<file path="src/rtl/csr_issue_if.sv">
// Purpose: bundles the handshakes around the CSR issue block: instruction
//          intake, CSR file request/response, writeback and exception report.
// Ports:   slave = view of csr_issue itself; master = view of the pipeline/CSR file around it.
interface csr_issue_if #(
    parameter int XLEN = 32
);
    // Decoded CSR instruction from the issue stage
    logic            in_valid;
    logic            in_ready;
    logic [1:0]      in_op;
    logic [11:0]     in_addr;
    logic [XLEN-1:0] in_src;
    logic            in_src_zero;
    logic [4:0]      in_rd;
    logic [XLEN-1:0] in_pc;
    logic            flush;

    // Request/response to the CSR file
    logic            csr_req_valid;
    logic            csr_req_ready;
    logic [11:0]     csr_req_a;
    logic [1:0]      csr_req_t;
    logic [XLEN-1:0] csr_req_d;
    logic [XLEN-1:0] csr_resp_d;
    logic            csr_resp_exists;

    // Register writeback
    logic            wb_valid;
    logic            wb_ready;
    logic [4:0]      wb_rd;
    logic [XLEN-1:0] wb_data;

    // Exception report
    logic            exc_valid;
    logic [XLEN-1:0] exc_cause;
    logic [XLEN-1:0] exc_pc;
    logic [XLEN-1:0] exc_tval;

    modport slave (
        input  in_valid, in_op, in_addr, in_src, in_src_zero, in_rd, in_pc, flush,
        input  csr_req_ready, csr_resp_d, csr_resp_exists, wb_ready,
        output in_ready, csr_req_valid, csr_req_a, csr_req_t, csr_req_d,
        output wb_valid, wb_rd, wb_data,
        output exc_valid, exc_cause, exc_pc, exc_tval
    );

    modport master (
        output in_valid, in_op, in_addr, in_src, in_src_zero, in_rd, in_pc, flush,
        output csr_req_ready, csr_resp_d, csr_resp_exists, wb_ready,
        input  in_ready, csr_req_valid, csr_req_a, csr_req_t, csr_req_d,
        input  wb_valid, wb_rd, wb_data,
        input  exc_valid, exc_cause, exc_pc, exc_tval
    );
endinterface

</file>
<file path="src/rtl/csr_issue.sv">
// Purpose: issues one decoded CSR instruction at a time to the CSR file and
//          returns the old value to the register file or raises an illegal-access exception.
// Ports:   clk, rst (async, active-high), bus (csr_issue_if.slave). Latency: 1 cycle
//          intake->request, responder wait, 1+ cycle writeback; in_ready only in IDLE,
//          request and writeback held until their ready.
module csr_issue #(
    parameter int XLEN          = 32,
    parameter int ILLEGAL_CAUSE = 2
) (
    input  logic         clk,
    input  logic         rst,
    csr_issue_if.slave   bus
);

    localparam logic [1:0] OP_CSRW = 2'b01;

    typedef enum logic [1:0] {
        S_IDLE,
        S_REQ,
        S_WB,
        S_EXC
    } state_t;

    state_t          r_state;
    logic            r_in_ready;
    logic            r_req_valid;
    logic            r_wb_valid;
    logic            r_exc_valid;
    logic            r_kill;
    logic [1:0]      r_op;
    logic [11:0]     r_addr;
    logic [XLEN-1:0] r_req_d;
    logic [4:0]      r_rd;
    logic [XLEN-1:0] r_pc;
    logic [XLEN-1:0] r_wb_data;
    logic [XLEN-1:0] r_exc_cause;

    logic            w_accept;
    logic            w_wr_intent;
    logic            w_illegal;
    logic            w_req_hs;
    logic            w_killed;

    assign w_accept    = bus.in_valid & ~bus.flush;
    // CSRS/CSRC with a zero source are reads only; CSRW always writes.
    assign w_wr_intent = (bus.in_op == OP_CSRW) | ~bus.in_src_zero;
    // Read-only address space written: evaluated on the incoming fields, which are
    // exactly what gets latched this cycle, so the decision lands with the latch.
    assign w_illegal   = (bus.in_addr[11:10] == 2'b11) & w_wr_intent;
    assign w_req_hs    = r_req_valid & bus.csr_req_ready;
    // A flush coinciding with the handshake cycle kills the result as well.
    assign w_killed    = r_kill | bus.flush;

    always_ff @(posedge clk or posedge rst) begin
        if (rst) begin
            r_state     <= S_IDLE;
            r_in_ready  <= 1'b1;
            r_req_valid <= 1'b0;
            r_wb_valid  <= 1'b0;
            r_exc_valid <= 1'b0;
            r_kill      <= 1'b0;
            r_op        <= '0;
            r_addr      <= '0;
            r_req_d     <= '0;
            r_rd        <= '0;
            r_pc        <= '0;
            r_wb_data   <= '0;
            r_exc_cause <= '0;
        end else begin
            case (r_state)
                S_IDLE: begin
                    if (w_accept) begin
                        r_op       <= bus.in_op;
                        r_addr     <= bus.in_addr;
                        r_rd       <= bus.in_rd;
                        r_pc       <= bus.in_pc;
                        // No write intent still issues, with a zero operand.
                        r_req_d    <= w_wr_intent ? bus.in_src : '0;
                        r_kill     <= 1'b0;
                        r_in_ready <= 1'b0;
                        if (w_illegal) begin
                            r_state     <= S_EXC;
                            r_exc_valid <= 1'b1;
                            r_exc_cause <= XLEN'(ILLEGAL_CAUSE);
                        end else begin
                            r_state     <= S_REQ;
                            r_req_valid <= 1'b1;
                        end
                    end
                end
                S_REQ: begin
                    // The request is never withdrawn; flush only marks the result dead.
                    if (w_req_hs) begin
                        r_req_valid <= 1'b0;
                        if (w_killed) begin
                            r_state    <= S_IDLE;
                            r_in_ready <= 1'b1;
                        end else if (!bus.csr_resp_exists) begin
                            r_state     <= S_EXC;
                            r_exc_valid <= 1'b1;
                            r_exc_cause <= XLEN'(ILLEGAL_CAUSE);
                        end else if (r_rd != 5'd0) begin
                            r_state    <= S_WB;
                            r_wb_valid <= 1'b1;
                            r_wb_data  <= bus.csr_resp_d;
                        end else begin
                            r_state    <= S_IDLE;
                            r_in_ready <= 1'b1;
                        end
                    end else if (bus.flush) begin
                        r_kill <= 1'b1;
                    end
                end
                S_WB: begin
                    if (bus.flush || bus.wb_ready) begin
                        r_state    <= S_IDLE;
                        r_wb_valid <= 1'b0;
                        r_in_ready <= 1'b1;
                    end
                end
                S_EXC: begin
                    r_state     <= S_IDLE;
                    r_exc_valid <= 1'b0;
                    r_in_ready  <= 1'b1;
                end
                default: begin
                    r_state     <= S_IDLE;
                    r_in_ready  <= 1'b1;
                    r_req_valid <= 1'b0;
                    r_wb_valid  <= 1'b0;
                    r_exc_valid <= 1'b0;
                end
            endcase
        end
    end

    assign bus.in_ready      = r_in_ready;
    assign bus.csr_req_valid = r_req_valid;
    assign bus.csr_req_a     = r_addr;
    assign bus.csr_req_t     = r_op;
    assign bus.csr_req_d     = r_req_d;
    // Flush suppresses a pending writeback/exception in the same cycle.
    assign bus.wb_valid      = r_wb_valid & ~bus.flush;
    assign bus.wb_rd         = r_rd;
    assign bus.wb_data       = r_wb_data;
    assign bus.exc_valid     = r_exc_valid & ~bus.flush;
    assign bus.exc_cause     = r_exc_cause;
    assign bus.exc_pc        = r_pc;
    assign bus.exc_tval      = {{(XLEN-12){1'b0}}, r_addr};

endmodule
</file>
<file path="src/flat_wrapper.sv">
// flat-port wrapper written by rule: the top's interface ports become plain ports
module csr_issue_flat 
#(
    parameter int XLEN          = 32,
    parameter int ILLEGAL_CAUSE = 2
)
  (clk, rst, bus_in_valid, bus_in_op, bus_in_addr, bus_in_src, bus_in_src_zero, bus_in_rd, bus_in_pc, bus_flush, bus_csr_req_ready, bus_csr_resp_d, bus_csr_resp_exists, bus_wb_ready, bus_in_ready, bus_csr_req_valid, bus_csr_req_a, bus_csr_req_t, bus_csr_req_d, bus_wb_valid, bus_wb_rd, bus_wb_data, bus_exc_valid, bus_exc_cause, bus_exc_pc, bus_exc_tval);
  csr_issue_if #(.XLEN(XLEN)) bus_i ();
  input  logic clk;
  input  logic rst;
  input wire logic [$bits(bus_i.in_valid)-1:0] bus_in_valid;
  input wire logic [$bits(bus_i.in_op)-1:0] bus_in_op;
  input wire logic [$bits(bus_i.in_addr)-1:0] bus_in_addr;
  input wire logic [$bits(bus_i.in_src)-1:0] bus_in_src;
  input wire logic [$bits(bus_i.in_src_zero)-1:0] bus_in_src_zero;
  input wire logic [$bits(bus_i.in_rd)-1:0] bus_in_rd;
  input wire logic [$bits(bus_i.in_pc)-1:0] bus_in_pc;
  input wire logic [$bits(bus_i.flush)-1:0] bus_flush;
  input wire logic [$bits(bus_i.csr_req_ready)-1:0] bus_csr_req_ready;
  input wire logic [$bits(bus_i.csr_resp_d)-1:0] bus_csr_resp_d;
  input wire logic [$bits(bus_i.csr_resp_exists)-1:0] bus_csr_resp_exists;
  input wire logic [$bits(bus_i.wb_ready)-1:0] bus_wb_ready;
  output wire logic [$bits(bus_i.in_ready)-1:0] bus_in_ready;
  output wire logic [$bits(bus_i.csr_req_valid)-1:0] bus_csr_req_valid;
  output wire logic [$bits(bus_i.csr_req_a)-1:0] bus_csr_req_a;
  output wire logic [$bits(bus_i.csr_req_t)-1:0] bus_csr_req_t;
  output wire logic [$bits(bus_i.csr_req_d)-1:0] bus_csr_req_d;
  output wire logic [$bits(bus_i.wb_valid)-1:0] bus_wb_valid;
  output wire logic [$bits(bus_i.wb_rd)-1:0] bus_wb_rd;
  output wire logic [$bits(bus_i.wb_data)-1:0] bus_wb_data;
  output wire logic [$bits(bus_i.exc_valid)-1:0] bus_exc_valid;
  output wire logic [$bits(bus_i.exc_cause)-1:0] bus_exc_cause;
  output wire logic [$bits(bus_i.exc_pc)-1:0] bus_exc_pc;
  output wire logic [$bits(bus_i.exc_tval)-1:0] bus_exc_tval;
  assign bus_i.in_valid = bus_in_valid;
  assign bus_i.in_op = bus_in_op;
  assign bus_i.in_addr = bus_in_addr;
  assign bus_i.in_src = bus_in_src;
  assign bus_i.in_src_zero = bus_in_src_zero;
  assign bus_i.in_rd = bus_in_rd;
  assign bus_i.in_pc = bus_in_pc;
  assign bus_i.flush = bus_flush;
  assign bus_i.csr_req_ready = bus_csr_req_ready;
  assign bus_i.csr_resp_d = bus_csr_resp_d;
  assign bus_i.csr_resp_exists = bus_csr_resp_exists;
  assign bus_i.wb_ready = bus_wb_ready;
  assign bus_in_ready = bus_i.in_ready;
  assign bus_csr_req_valid = bus_i.csr_req_valid;
  assign bus_csr_req_a = bus_i.csr_req_a;
  assign bus_csr_req_t = bus_i.csr_req_t;
  assign bus_csr_req_d = bus_i.csr_req_d;
  assign bus_wb_valid = bus_i.wb_valid;
  assign bus_wb_rd = bus_i.wb_rd;
  assign bus_wb_data = bus_i.wb_data;
  assign bus_exc_valid = bus_i.exc_valid;
  assign bus_exc_cause = bus_i.exc_cause;
  assign bus_exc_pc = bus_i.exc_pc;
  assign bus_exc_tval = bus_i.exc_tval;
  csr_issue #(.XLEN(XLEN), .ILLEGAL_CAUSE(ILLEGAL_CAUSE)) u_core (.clk(clk), .rst(rst), .bus(bus_i));
endmodule
</file>
<file path="config.mk">
export PLATFORM = sky130hd
export DESIGN_NAME = csr_issue_flat
export DESIGN_NICKNAME = d
export VERILOG_FILES = /design/src/rtl/csr_issue_if.sv /design/src/rtl/csr_issue.sv /design/src/flat_wrapper.sv
export SDC_FILE = /design/constraint.sdc
export NUM_CORES = 1
export LEC_CHECK = 0
export ABC_AREA = 1
export BUFFER_PORTS_ARGS = -buffer_cell sky130_fd_sc_hd__buf_2
export CAP_MARGIN = 15
export CELL_PAD_IN_SITES_DETAIL_PLACEMENT = 0
export CELL_PAD_IN_SITES_GLOBAL_PLACEMENT = 1
export CORE_ASPECT_RATIO = 0.5
export CORE_UTILIZATION = 29
export DETAILED_ROUTE_END_ITERATION = 7
export GPL_TIMING_DRIVEN = 0
export PLACE_DENSITY = 0.85
export SKIP_CTS_REPAIR_TIMING = 1
export SLEW_MARGIN = 20
export SYNTH_ARGS = -nofsm -noshare
export SYNTH_HDL_FRONTEND = slang
export SYNTH_SLANG_ARGS = --single-unit
export TNS_END_PERCENT = 100
</file>
<file path="constraint.sdc">
create_clock -name clk -period 3.5 [get_ports clk]
set_input_delay 0.175 -clock clk [delete_from_list [all_inputs] [get_ports clk]]
set_output_delay 0.175 -clock clk [all_outputs]
set_load 0.01 [all_outputs]
</file>
; ---- Word-level counts from Yosys, hierarchy flattened
; Index checks and enable logic that the tools add are counted.
[totals]
register_bits = 154
[classes]
n_eq_ne = 18
muxes = 41
bitwise_logic = 10
n_reduce_logical = 15
[ops]
columns = cell, n
row1 = 2-to-1 mux 32 bit, 6
row2 = one-hot mux 32 bit (2 select lines), 1
row3 = 2-to-1 mux 1 bit, 21
row4 = AND reduction 6 bit, 3
row5 = 2-to-1 mux 2 bit, 7
row6 = "inequality test 2 bit, second input constant", 6
row7 = "inequality test 2 x 1 -> 1 bit, second input constant", 5
row8 = AND reduction 5 bit, 2
row9 = one-hot mux 2 bit (4 select lines), 1
row10 = AND reduction 4 bit, 2
row11 = "== test 2 bit, second input constant", 3
row12 = "inequality test 3 x 2 -> 1 bit, second input constant", 2
row13 = one-hot mux 1 bit (2 select lines), 3
row14 = bitwise AND 1 bit, 5
row15 = nonzero test 5 bit, 1
row16 = "== test 2 x 1 -> 1 bit, second input constant", 2
row17 = one-hot mux 1 bit (4 select lines), 1
row18 = nonzero test 2 bit, 2
row19 = NOT 1 bit, 3
row20 = one-hot mux 1 bit (3 select lines), 1
row21 = AND reduction 3 bit, 1
row22 = nonzero test 3 bit, 1
row23 = zero test 2 bit, 1
row24 = bitwise OR 1 bit, 2
row25 = 2 further kinds, 2

; ---- Longest topological paths before layout
; Gate-level depths: netlist of the first run.
[depth]
word_depth = 6
ltp_mapped = 10

; ---- Least setup slack after synthesis of the first run
; Ideal clock, no wire load.
[synth_timing]
kind = reg-to-reg
from = register u_core.r_state[1]
to = register u_core.r_wb_valid
arrival_time_ns = 1.278
slack_ns = 2.106
stages_incl_launch_ff = 10
period_less_slack_ns = 1.394
cell_sequence = dfrtp_1 -> inv_1 -> ha_1 -> buf_6 -> o21ai_0 -> nand2_1 -> nor2_1 -> nand2_1 -> nand2_1 -> nand2_1
[synth_via]
elab_chain_len = 3
[synth_rtl]
columns = item, line
row1 = start: declaration, csr_issue.sv:24  ; state_t r_state;
row2 = start signal: assignment, csr_issue.sv:56  ; r_state <= S_IDLE;
row3 = start signal: assignment, csr_issue.sv:82  ; r_state <= S_EXC;
row4 = start signal: assignment, csr_issue.sv:86  ; r_state <= S_REQ;
row5 = == test 2 x 1 -> 1 bit or == test 2 bit (tied branches), csr_issue.sv:70  ; case (r_state)
row6 = "inequality test 2 x 1 -> 1 bit (no source line), or another cell as far along", n/a
row7 = AND reduction 6 bit (no source line), n/a
row8 = end signal: assignment, csr_issue.sv:59  ; r_wb_valid <= 1'b0;
row9 = end signal: assignment, csr_issue.sv:104  ; r_wb_valid <= 1'b1;
row10 = end signal: assignment, csr_issue.sv:117  ; r_wb_valid <= 1'b0;
row11 = end: declaration, csr_issue.sv:27  ; logic r_wb_valid;
; Several ways; a longest one is shown, not always the timed one.
; A chain may end at the register's enable or synchronous reset.

; ---- Worst setup path in the final report of the first run
[layout_timing]
from = register u_core.r_state[0]
to = register u_core.r_req_d[20] (netlist: u_core.bus.csr_req_d[20])
[layout_via]
elab_chain_len = 2
[layout_rtl]
columns = item, line
row1 = zero test 2 bit, csr_issue.sv:70
row2 = AND reduction 2 bit (no source line), n/a
row3 = end signal: assignment, csr_issue.sv:78  ; r_req_d <= w_wr_intent ? bus.in_src : '0;
row4 = end: declaration, csr_issue.sv:32  ; logic [XLEN-1:0] r_req_d;
; Every way passes these cells.

==> impl_summary.md, run 1 <==
Status
The run finished, with violations left. The checks that failed: hold timing.

Floorplanning
The die is 102 microns tall. In this run the count of I/O pins placed on the die edge is 306. The initial utilization of the core area, before any placement, comes to 29.6%.

The number of rows created at floorplan is 36. The horizontal extent of the die is 201 microns. The core region is 19500 sq um. The die covers 20500 sq um.

Global routing
The global-route wire length before repair is 24.4 mm. The initial antenna violation count is 2. The total global routing track utilization is 15.1%. The pin count of the biggest net entering global routing is 69. The total congestion overflow after global routing is 0. The via count of the first global-routing pass was 4698.

Critical path
Data on the critical path arrives at its endpoint at 1.97 ns. The setup slack of the worst register-to-register path is 1.87 ns. The element type at the critical path start is a flop.

The capturing element type of the critical path is a flop. The data required time of the worst path is 3.84 ns. The startpoint of the worst setup timing path is u_core.r_state[0]. Of all nets on the critical path, the largest fanout is 10.

The setup path with the least slack is of type reg2reg. The worst register-to-register path begins at u_core.r_state[0].

Clock tree
CTS built an H-tree with a depth of 4. The TritonCTS clock tree is built. The clock passes through at most 2 buffers. The root cell of the clock tree is sky130_fd_sc_hd__clkbuf_16. Buffers inserted during clock tree synthesis total 17. The clock sink count is 123. Clock-pin slew was measured on the worst setup and hold paths at 0.06 ns. The clock insertion delay at the later pin of the skew report is 0.41 ns.

Yosys
The count of distinct cell types in the synthesized netlist is 24. After synthesis, the cell types taking the most area are sky130_fd_sc_hd__dfrtp_1 (53%), sky130_fd_sc_hd__nand2_1 (18%), sky130_fd_sc_hd__buf_4 (9.1%), sky130_fd_sc_hd__o21ai_2 (4.9%), sky130_fd_sc_hd__nand3_1 (3.5%). For this run, asynchronously set or reset flops after synthesis account for 100%. The top cell type by area accounts for 52.9% of the synthesized area.

Synthesis produced a netlist whose cell count is 651. The commonest cells after synthesis are sky130_fd_sc_hd__nand2_1 (278), sky130_fd_sc_hd__dfrtp_1 (122), sky130_fd_sc_hd__buf_4 (70). The netlist area before placement is 5770 sq um. The library cell with the highest instance count after synthesis is sky130_fd_sc_hd__nand2_1. The post-synthesis area per instance is 8.86 sq um. sky130_fd_sc_hd__dfrtp_1 takes more of the synthesized area than any other cell. The leading register cell type out of synthesis is sky130_fd_sc_hd__dfrtp_1.

The share of the yosys chip area belonging to registers is 53.4%. In this run, synthesis produced a sequential element count of 123. The number of synthesized flops with an enable pin is 0.

The Yosys step of the flow raised 0 warnings.

STA
Setup repair after global routing left no endpoint under its margin. The maximum operating frequency is 615 MHz. The tightest hold path in the finished design has a slack of -0.0174 ns. In this run the tightest slew margin relative to its limit is 57.1%. Setup violations remaining at the end of the flow were counted as 0. At the pin with the least slew margin, the transition time is 0.643 ns.

The clock period minus final worst setup slack is 1.63 ns. After layout, the worst path uses 46.5% of the clock period. The number of pins with negative max-slew slack in the final report was 0. Between clock sinks in the finished design, the worst skew comes to 0.0133 ns. The total count of hold-check failures in the final report is 5.

Min path
The worst hold path begins at bus_in_op[0]. The worst hold path belongs to the class in2reg.

Power
The total power divided by cell area is 793 nW/um^2. Across the VDD grid, the largest voltage drop is 309 uV. For this design the static power due to leakage is 5.11 nW.

Detailed routing
The residual antenna-violating net count after detailed routing is 0. The number of remaining DRC errors is 0. The sum of routed wire length over all layers is 16.7 mm.

For this block, the initial DRC count from the detailed router was 250. The average detailed-routed wire length per instance is 12.7 microns. Summing over every cut layer, the via total after detailed routing is 5204. Before antenna repair, the detailed router went through 4 iterations. The via-per-instance ratio is 3.96.

Final layout
The number of nets at the end of the flow is 1160. Cells fill 44.9% of the core in the end. The finished layout cell area is 8730 sq um.

The area growth from synthesis to layout is 51.4%. The post-route netlist has 39.9% of its cells at a drive strength greater than 1.

Flow run
The tool flagged a number of max-cap violations equal to 0.

Placement
The final HPWL from detailed placement is 12.2 mm. The weighted congestion at the end of routability-driven global placement is 0.827. Input and output buffers added on the ports amount to 254. After detailed placement, the total cell area comes to 7590 sq um.
==> power breakdown <==
part / total, mW / internal [mW] / switching (mW)
Combinational: 2.76 / 1.22 / 1.54
Sequential: 2.48 / 2.10 / 0.385
Clock: 1.68 / 0.990 / 0.693
Total: 6.92 / 4.30 / 2.62
==> stage by stage <==
step / total power [mW] / setup TNS, ns / worst slack [ns] / instances
finish: 6.92 / 0 / 1.87 / 1313
floorplan: 4.08 / 0 / 0.0558 / 701
detailed placement: 5.23 / 0 / 1.89 / 1222
global route: 7.44 / 0 / 1.72 / 1313
CTS: 6.95 / 0 / 1.84 / 1254
global placement: 5.15 / -174.65 / -1.44 / 1221
==> critical path, stage by stage, from the launching register on <==
cell and delay (ns):
sky130_fd_sc_hd__dfrtp_1 0.40, sky130_fd_sc_hd__inv_1 0.12, sky130_fd_sc_hd__ha_1 0.15, sky130_fd_sc_hd__buf_4 0.15, sky130_fd_sc_hd__nand3_2 0.13, sky130_fd_sc_hd__inv_2 0.09
sky130_fd_sc_hd__buf_6 0.17, sky130_fd_sc_hd__buf_6 0.16, sky130_fd_sc_hd__nand3_1 0.10, sky130_fd_sc_hd__nand2_1 0.09
==> flip-flops by register name, summed over array words and instances, names as in the netlist <==
signal and count:
u_core.bus.wb_data 32, u_core.bus.csr_req_t 2, u_core.bus.in_ready 1, u_core.r_exc_valid 1, u_core.bus.exc_pc 32, u_core.bus.exc_cause 1, u_core.r_kill 1, u_core.bus.csr_req_a 12
u_core.bus.csr_req_d 32, u_core.r_state 2, u_core.bus.csr_req_valid 1, u_core.bus.wb_rd 5, u_core.r_wb_valid 1
==> kinds of logic (layout without fill, tap and decap cells) <==
group	Yosys count	count (layout)	share of synthesized area, %
compound gates	44	44	5.94
buf+inv	141	485	15.9
fa+ha+maj	5	5	1.08
flops	123	123	53.4
simple gates	337	337	23.6
other cells	1	53	0.0650
==> area by class of cell <==
| class | instances | area (sq um) |
|---|---|---|
| flip-flops and latches | 123 | 3080 |
| plain buffers | 92 | 732 |
| repair buffers | 312 | 1870 |
| well taps | 266 | 333 |
| clock inverters | 14 | 134 |
| multi-input cells | 437 | 1960 |
| inverters | 49 | 189 |
| clock buffers | 18 | 429 |
| diodes | 2 | 5.00 |
| fillers | 1931 | 10700 |
==> layout by cell type, fill, tap and decap left out <==
cell,synthesis,layout
sky130_fd_sc_hd__nor2_1,10,10
sky130_fd_sc_hd__diode_2,0,2
sky130_fd_sc_hd__nor2_4,1,1
sky130_fd_sc_hd__buf_6,16,16
sky130_fd_sc_hd__dfstp_2,1,1
sky130_fd_sc_hd__clkinv_4,0,1
sky130_fd_sc_hd__o31ai_1,1,1
sky130_fd_sc_hd__clkbuf_1,3,4
sky130_fd_sc_hd__a21oi_1,2,2
sky130_fd_sc_hd__clkinvlp_4,0,5
sky130_fd_sc_hd__buf_16,0,1
sky130_fd_sc_hd__nand2_1,278,278
sky130_fd_sc_hd__conb_1,1,51
sky130_fd_sc_hd__clkinv_2,0,1
sky130_fd_sc_hd__nand4_1,3,3
sky130_fd_sc_hd__inv_1,46,45
sky130_fd_sc_hd__nand3_1,40,40
sky130_fd_sc_hd__bufinv_16,0,1
sky130_fd_sc_hd__ha_1,5,5
sky130_fd_sc_hd__dfrtp_1,122,122
sky130_fd_sc_hd__nand3b_1,1,1
sky130_fd_sc_hd__clkbuf_16,0,17
sky130_fd_sc_hd__nand2_2,1,1
sky130_fd_sc_hd__buf_4,70,70
sky130_fd_sc_hd__nand4_4,1,1
sky130_fd_sc_hd__nand3_2,1,1
sky130_fd_sc_hd__buf_2,3,257
sky130_fd_sc_hd__o21ai_0,9,9
sky130_fd_sc_hd__inv_2,3,3
sky130_fd_sc_hd__dlygate4sd3_1,0,57
sky130_fd_sc_hd__inv_6,0,7
sky130_fd_sc_hd__nor2_2,1,1
sky130_fd_sc_hd__o21ai_2,32,32
==> layer usage <==
metal	vias to the layer above	wire [microns]	share of wire, %	GRT usage [%]
met2	125	8880	53	26.8
met4	0	236	1.4	5.07
met3	16	591	3.5	2.86
met1	2412	6950	42	18.8
li1	2651	-	-	-
met5	-	0	0	0
==> final timing paths <==
path / end / cells after the start
max in group asynchronous: u_core.bus.in_ready / 4
max reg2reg: u_core.bus.csr_req_d[20] / 9
min in group asynchronous: u_core.bus.wb_data[19] / 3
min: u_core.bus.csr_req_t[0] / 3
max: u_core.bus.csr_req_d[20] / 9
min reg2reg: u_core.bus.exc_cause[1] / 2
No activity file was read; power rests on OpenSTA's default activity.
==> run 2, diff against run 1 <==
==> constraint.sdc (replaced) <==
create_clock -name clk -period 1.48 [get_ports clk]
set_input_delay 0.074 -clock clk [delete_from_list [all_inputs] [get_ports clk]]
set_output_delay 0.074 -clock clk [all_outputs]
set_load 0.01 [all_outputs]
==> impl_summary.md, run 2 (same netlist as run 1, synthesis figures left out) <==
Placement
The wire-length estimate of the detail-placed layout is 12.3 mm. The weighted congestion at the end of routability-driven global placement is 0.802. The number of buffers inserted by port buffering is 254.

Power
Power spread over the standard cell area amounts to 1830 nW/um^2. Of the total power, the share spent switching nets is 36.1%. The share of total power in the clock network is 26.4%. The register share of total power is 33.3%. The analysis attributes to cell leakage a power of 5.53 nW. The internal power summed over all cells is 11.3 mW. The part of the total power dissipated in combinational logic is 40.3%. Summed over all nets, the switching power comes to 6.39 mW. VDD sags by at most 862 uV.

Final layout
The library cells used most frequently in the layout, excluding fill and tap cells, are sky130_fd_sc_hd__nand2_1 (276), sky130_fd_sc_hd__buf_2 (256), sky130_fd_sc_hd__dfrtp_1 (122). Cells fill 49.7% of the core in the end. The library cell used most frequently in the layout, excluding fill and tap cells, is sky130_fd_sc_hd__nand2_1. The layout overhead on the synthesized area is 67.7%. The fraction of layout instances using a drive strength above 1 is 39.3%. The number of antenna cells inserted is 0.

After the last flow step, the layout net total stands at 1235. Across the whole layout, storage elements account for 3080 sq um. The multi-input combinational cell area is 1990 sq um. The filler cells instantiated in the layout total 1811.

Floorplanning
After floorplanning, the core was divided into 36 placement rows. The area of the die is 20500 sq um. The initial utilization of the core area, before any placement, comes to 29.6%. For this design the top-level I/O count stands at 306. The floorplan step defined a core boundary enclosing 19500 sq um. The height of the die is 102 microns. The horizontal extent of the die is 201 microns.

Detailed routing
Summed over all layers, the routed wires come to 18.6 mm. Before antenna repair, the detailed router went through 5 iterations. The number of remaining DRC errors is 0. The via total after detailed routing is 5613.

In the routed layout, each cell is associated on average with a via count of 4.05. Once detail routing completed, the nets flagged for antenna violations numbered 0. The average detailed-routed wire length per instance is 13.4 microns. After the first detailed-routing iteration, the DRC count stood at 266.

Global routing
The total global routing track utilization is 15.6%. After global routing the overflow that remains totals 0. The via count of the first global-routing pass came to 4529.

The initial antenna violation count is 0. The pin count of the biggest net entering global routing is 31. The global-route wire length before repair is 24.5 mm.

STA
The clock period minus final worst setup slack is 1.50 ns. The remaining max-slew budget at the tightest pin is 62.8%. The worst slack on hold paths is 0.0110 ns.

The aggregate negative setup slack is -0.0491 ns. For the final database, setup skew stands at 0.0107 ns. In the finished design, the share of the clock period the worst path needs comes to 101%. Across all setup checks in the final design, the least slack found is -0.0197 ns. The total count of hold-check failures in the final report is 0. Setup repair after global routing could not meet its margin everywhere. For the pin with the worst max-slew slack, the measured transition is 0.556 ns. The number of pins with negative max-slew slack in the final report was 0. Timing would allow up to 667 MHz. The number of endpoints failing setup at the final stage is 9.

Min path
In this run the most critical hold path is launched from bus_csr_resp_exists. Counting instances, the worst hold path has a depth of 4. The type of the tightest min-delay check is in2reg.

The endpoint of the worst hold path is u_core.bus.exc_cause[1].

Clock tree
The CTS buffer count is 17. The H-tree depth is 4. The CTS clock-pin slew for the worst setup and hold paths is 0.06 ns.

The later pin in the worst-skew pair is clocked with a latency of 0.42 ns. The clock sink count is 123. The TritonCTS clock tree is built. The buffer depth of the longest clock path is 2. CTS placed an instance of sky130_fd_sc_hd__clkbuf_16 at the clock tree root.

Critical path
The worst register-to-register path ends at u_core.bus.csr_req_d[25]. For the worst setup path, the data arrival time is 1.86 ns. In this run the worst path has a maximum fanout of 10. The data required time of the worst path is 1.84 ns. For the worst flop-to-flop path, the logic depth is 9. Walking the worst path, the cells encountered are inv_2 > ha_1 > buf_6 > nand3_4 > inv_4 > buf_12 > buf_8 > nand3_1 > nand2_1. The critical path starts at u_core.r_state[1]. The largest single stage delay on the critical path is 0.41 ns. The capturing element type of the critical path is a flop. The worst setup path is launched from a flop. The setup path with the least slack is of type reg2reg. The cell type of the slowest stage on the worst timing path is sky130_fd_sc_hd__dfrtp_1. Setup slack on the worst reg-to-reg path comes out at -0.02 ns.

The startpoint identified for the worst register-to-register timing path is u_core.r_state[1].

Flow run
Across the run, the number of max-cap violations was 0.

Status
The flow ran to the end, but the final reports show violations. The final reports fail on setup timing.
## run 2: changes by cell type in the layout (fill, tap and decap cells not counted), sizes merged, moves of 3 or more
cell         delta
inv             -6
buf            +13
dlygate4sd3    +59
bufinv          +4
clkinvlp        -3
clkbuf          +6
## run 2: worst max-delay path by stage
stage	to	slack, ns	cells past startpoint
floorplan	u_core.bus.csr_req_a[0]	-0.10	1
global placement	u_core.bus.csr_req_a[2]	-0.97	2
detailed placement	u_core.bus.csr_req_d[4]	-0.13	9
CTS	u_core.bus.csr_req_d[4]	-0.15	9
global route	u_core.bus.csr_req_d[15]	-0.10	9
finish	u_core.bus.csr_req_d[25]	-0.02	9
## run 2: cell type report
class                           count  area share, %
Tap cell                          266           3.44
Clock buffer                       21           4.76
Inverter                           49           1.97
Multi-Input combinational cell    437           20.5
Timing Repair Buffer              387           27.6
Buffer                             92           7.88
Clock inverter                     11           1.97
Sequential cell                   123           31.8
## run 2: worst max-delay path: cells and delay by family, from the launching register on
family                   cells  cell delay, ns
buffers and inverters        5            0.61
flip-flops                   1            0.41
AND/OR/NAND/NOR              3            0.27
adder cells (fa/ha/maj)      1            0.15
## run 2: layer usage
layer,vias to the layer above,GRT usage [%],share of wire [%]
met5,-,0,0
met4,0,6.06,2.3
met3,38,3.70,3.3
met2,146,27.0,53
met1,2627,19.0,41
li1,2802,-,-
## run 2: through the flow
step / setup WS (ns) / power, mW / instance area (sq um) / cells
final: -0.0197 / 17.7 / 9670 / 1386
after global routing: -0.102 / 18.9 / 9670 / 1386
after CTS: -0.147 / 17.1 / 8300 / 1257
after detailed placement: -0.132 / 12.4 / 7650 / 1225
after global placement: -0.971 / 12.2 / 7560 / 1221
after floorplan: -0.104 / 9.65 / 5960 / 701
## run 2: power by group through the flow
stage / Combinational, mW / Sequential [mW] / Clock [mW]
5_1_grt: 7.85 / 6.08 / 4.94
2_1_floorplan: 3.07 / 6.58 / 0
4_1_cts: 6.51 / 5.85 / 4.77
3_3_place_gp: 6.35 / 5.82 / 0
6_report: 7.13 / 5.89 / 4.66
3_5_place_dp: 6.49 / 5.89 / 0
==> run 3, diff against run 2 <==
--- a/config.mk
+++ b/config.mk
@@ -5,16 +5,16 @@
 export SDC_FILE = /design/constraint.sdc
 export NUM_CORES = 1
 export LEC_CHECK = 0
-export ABC_AREA = 1
 export BUFFER_PORTS_ARGS = -buffer_cell sky130_fd_sc_hd__buf_2
 export CAP_MARGIN = 15
 export CELL_PAD_IN_SITES_DETAIL_PLACEMENT = 0
 export CELL_PAD_IN_SITES_GLOBAL_PLACEMENT = 1
 export CORE_ASPECT_RATIO = 0.5
-export CORE_UTILIZATION = 29
+export CORE_UTILIZATION = 30
 export DETAILED_ROUTE_END_ITERATION = 7
 export GPL_TIMING_DRIVEN = 0
-export PLACE_DENSITY = 0.85
+export PLACE_DENSITY = 0.84
+export SETUP_SLACK_MARGIN = 0.3
 export SKIP_CTS_REPAIR_TIMING = 1
 export SLEW_MARGIN = 20
 export SYNTH_ARGS = -nofsm -noshare
==> impl_summary.md, run 3 <==
Clock tree
Clock-pin slew was measured on the worst setup and hold paths at 0.06 ns. Clock tree synthesis found a total of 123 sinks. The number of clock buffers added by TritonCTS is 17. The buffer depth of the longest clock path is 2. At the later pin of the worst-skew pair, clock insertion delay measures 0.41 ns. The H-tree depth is 4. TritonCTS built the clock tree.

The root cell of the clock tree is sky130_fd_sc_hd__clkbuf_16.

Critical path
The capturing element type of the critical path is a flop. In this run the worst path has a maximum fanout of 6. The longest individual stage delay on the worst path is 0.45 ns. The setup slack of the worst register-to-register path is -0.72 ns.

The critical path goes through inv_4 > ha_4 > buf_8 > inv_4 > or3_4 > or3_4 > buf_12 > clkbuf_16 > mux2_4. The worst setup path is launched from a flop. The data required time of the worst path is 1.76 ns. The startpoint of the lowest-slack register-to-register path is u_core.r_state[1]. The kind of critical path is reg2reg. In this run the worst setup path begins at u_core.r_state[1]. The worst register-to-register path ends at u_core.bus.wb_data[17]. The cell type of the slowest stage on the worst timing path is sky130_fd_sc_hd__dfrtp_2.

Counting cells, the worst reg-to-reg path comes to 9. The critical path arrival is 2.47 ns.

Power
IR analysis of the VDD net gives a maximum drop of 796 uV. The part of the total power dissipated in combinational logic is 42.1%. Per report_power, the clock group accounts for 23.6% of the total. The leakage dissipation is 5.12 nW.

The total power divided by cell area is 1770 nW/um^2. The register share of total power is 34.3%. The switching power total is 5.73 mW. The internal power of the cells totals 11.4 mW. The share of total power consumed by net switching is 33.5%.

STA
In the final timing run, aggregate negative setup slack is -62.25 ns. Setup violations remaining at the end of the flow were counted as 123. The final worst setup slack is -0.715 ns.

Setup repair after global routing could not meet its margin everywhere. In this run the tightest slew margin relative to its limit is 63.6%. The clock period minus final worst setup slack is 2.20 ns.

The maximum clock skew at final layout is 0.0109 ns. The number of pins with negative max-slew slack in the final report is 0. The maximum operating frequency is 456 MHz.

The total count of hold-check failures in the final report came to 0. For the pin with the worst max-slew slack, the measured transition is 0.545 ns. The ratio of final minimum period to clock period is 148%.

Yosys
By count the netlist is led by sky130_fd_sc_hd__dfrtp_1 (122), sky130_fd_sc_hd__buf_4 (63), sky130_fd_sc_hd__mux2_2 (54). The most area-hungry cell type in the Yosys netlist is sky130_fd_sc_hd__dfrtp_1. Of the synthesized area, sequential elements account for 56.9%. Of all flip-flops after synthesis, the portion carrying an async set or reset was 100%. The fraction of post-synthesis cell area in the top cell type by area is 56.5%. Counting flops with a built-in enable in the synthesized netlist gives 0. During synthesis, Yosys emitted a total of 0 warnings.

Synthesis handed over a netlist of 380 instances. The count of distinct cell types in the synthesized netlist is 40. The most used flip-flop cell after synthesis is sky130_fd_sc_hd__dfrtp_1. The netlist area before placement is 5410 sq um. By area the synthesized netlist is led by sky130_fd_sc_hd__dfrtp_1 (56%), sky130_fd_sc_hd__mux2_2 (11%), sky130_fd_sc_hd__buf_4 (8.7%), sky130_fd_sc_hd__mux2_4 (8.1%), sky130_fd_sc_hd__a22o_1 (5.3%). The library cell with the highest instance count after synthesis is sky130_fd_sc_hd__dfrtp_1.

The post-synthesis area per instance is 14.2 sq um. The total of flip-flops plus latches after synthesis is 123.

Global routing
The total congestion overflow after global routing is 0. The pin count of the biggest net entering global routing is 27. The initial antenna violation count is 1. The total global routing track utilization is 15.4%. The via count of the first global-routing pass is 4043. The global-route wire length before repair is 22.0 mm.

Flow run
The number of max-cap violations is 0.

Detailed routing
The final route contains 4683 vias. The number of remaining DRC errors is 0. Dividing the detail-routed wire length by the instance count gives 15.7 microns. The first TritonRoute pass finished after 4 iterations. The sum of routed wire length over all layers is 17.3 mm. In this run, the number of DRC markers left after iteration 0 of detailed routing was 99. Once detail routing completed, the nets flagged for antenna violations numbered 0.

The via-per-instance ratio is 4.25.

Min path
The source of the worst hold timing path is bus_csr_resp_exists. The worst hold path passes through 3 cells. The worst hold path belongs to the class in2reg. The path with the worst hold slack has its endpoint at u_core.r_state[0].

Placement
The weighted congestion at the end of routability-driven global placement is 0.779. The number of buffers inserted by port buffering is 254. Including well taps, the total number of placed cells is 923. The final HPWL from detailed placement is 11.2 mm.

Final layout
Of the cells placed in the final design, the portion with a size suffix greater than 1 is 58.5%. The multi-input combinational cell area is 1940 sq um. The filler cells instantiated in the layout total 1419. The layout overhead on the synthesized area is 78.8%. Excluding fillers, the count of instances in the completed layout stands at 1101.

The area taken by flip-flops and latches is 3080 sq um. Leaving out fill and tap cells, the most frequent cells in the layout are sky130_fd_sc_hd__buf_2 (253), sky130_fd_sc_hd__dfrtp_1 (120), sky130_fd_sc_hd__dlygate4sd3_1 (116). Leaving out fill and tap cells, the most frequent cell in the layout is sky130_fd_sc_hd__buf_2. The share of the core filled with cells in the final layout is 55.3%. In the final design database the tool counted 981 nets.

Floorplanning
From left edge to right edge, the die measures 192 microns. The total area inside the core boundary comes to 17500 sq um. The starting density of the core is 30.9%. For this design the top-level I/O count stands at 306. From bottom edge to top edge, the die measures 96.9 microns. The number of rows created at floorplan is 34. The die covers 18600 sq um.

Status
The checks that failed: setup timing. The run finished, with violations left.
## run 3: kinds of logic (layout without fill, tap and decap cells)
family	count (synthesis)	in the layout	synth area share [%]
flops	123	123	56.9
buf+inv	90	526	11.9
mux	85	85	19.7
compound gates	52	52	7.87
simple gates	24	24	2.43
fa+ha+maj	5	5	1.16
other cells	1	52	0.0693
## run 3: power by group through the flow
stage	sequential, mW	combinational [mW]	clock [mW]
2_1_floorplan	6.44	2.96	0
3_3_place_gp	5.76	5.98	0
3_5_place_dp	5.82	6.13	0
4_1_cts	5.78	6.14	4.13
5_1_grt	6.07	7.66	4.31
6_report	5.87	7.21	4.03
## run 3: stage by stage
step / area, sq um / total power, mW / hold WS [ns] / worst slack (ns)
after floorplan: 5670 / 9.40 / 0.196 / -0.628
after global placement: 7230 / 11.7 / 0.292 / -0.920
after detailed placement: 7350 / 12.0 / 0.148 / -0.781
after CTS: 7930 / 16.1 / -0.286 / -0.804
after global routing: 9670 / 18.0 / 0.0494 / -0.764
final: 9670 / 17.1 / 0.0545 / -0.715
## run 3: layer usage
metal / track usage (%) / routed length (microns)
met1: 19.1 / 6830
met2: 27.3 / 9600
met3: 3.01 / 625
met4: 4.15 / 258
met5: 0 / 0
## run 3: worst max-delay path: cells and delay by family, from the launching register on
family,cells,cell delay [ns]
muxes,1,0.29
and+or+nand+nor,2,0.67
adders and majority gates,1,0.13
buffers and inverters,5,0.53
DFF,1,0.45
## run 3: final cells by class
cell class,instances,share of cell area (%)
diodes,1,0.0259
repair buffers,404,30.5
multi-input cells,217,20.1
flip-flops and latches,123,31.9
inverters,8,0.401
clock buffers,18,4.54
plain buffers,82,8.15
well taps,234,3.03
clock inverters,14,1.41
## run 3: worst max-delay path by stage
| stage | end | cells past startpoint |
|---|---|---|
| after floorplan | u_core.bus.wb_data[10] | 9 |
| after global placement | u_core.bus.wb_rd[0] | 2 |
| after detailed placement | u_core.bus.wb_data[1] | 9 |
| after CTS | u_core.bus.wb_data[19] | 9 |
| after global routing | u_core.bus.wb_data[10] | 9 |
| final | u_core.bus.wb_data[17] | 9 |
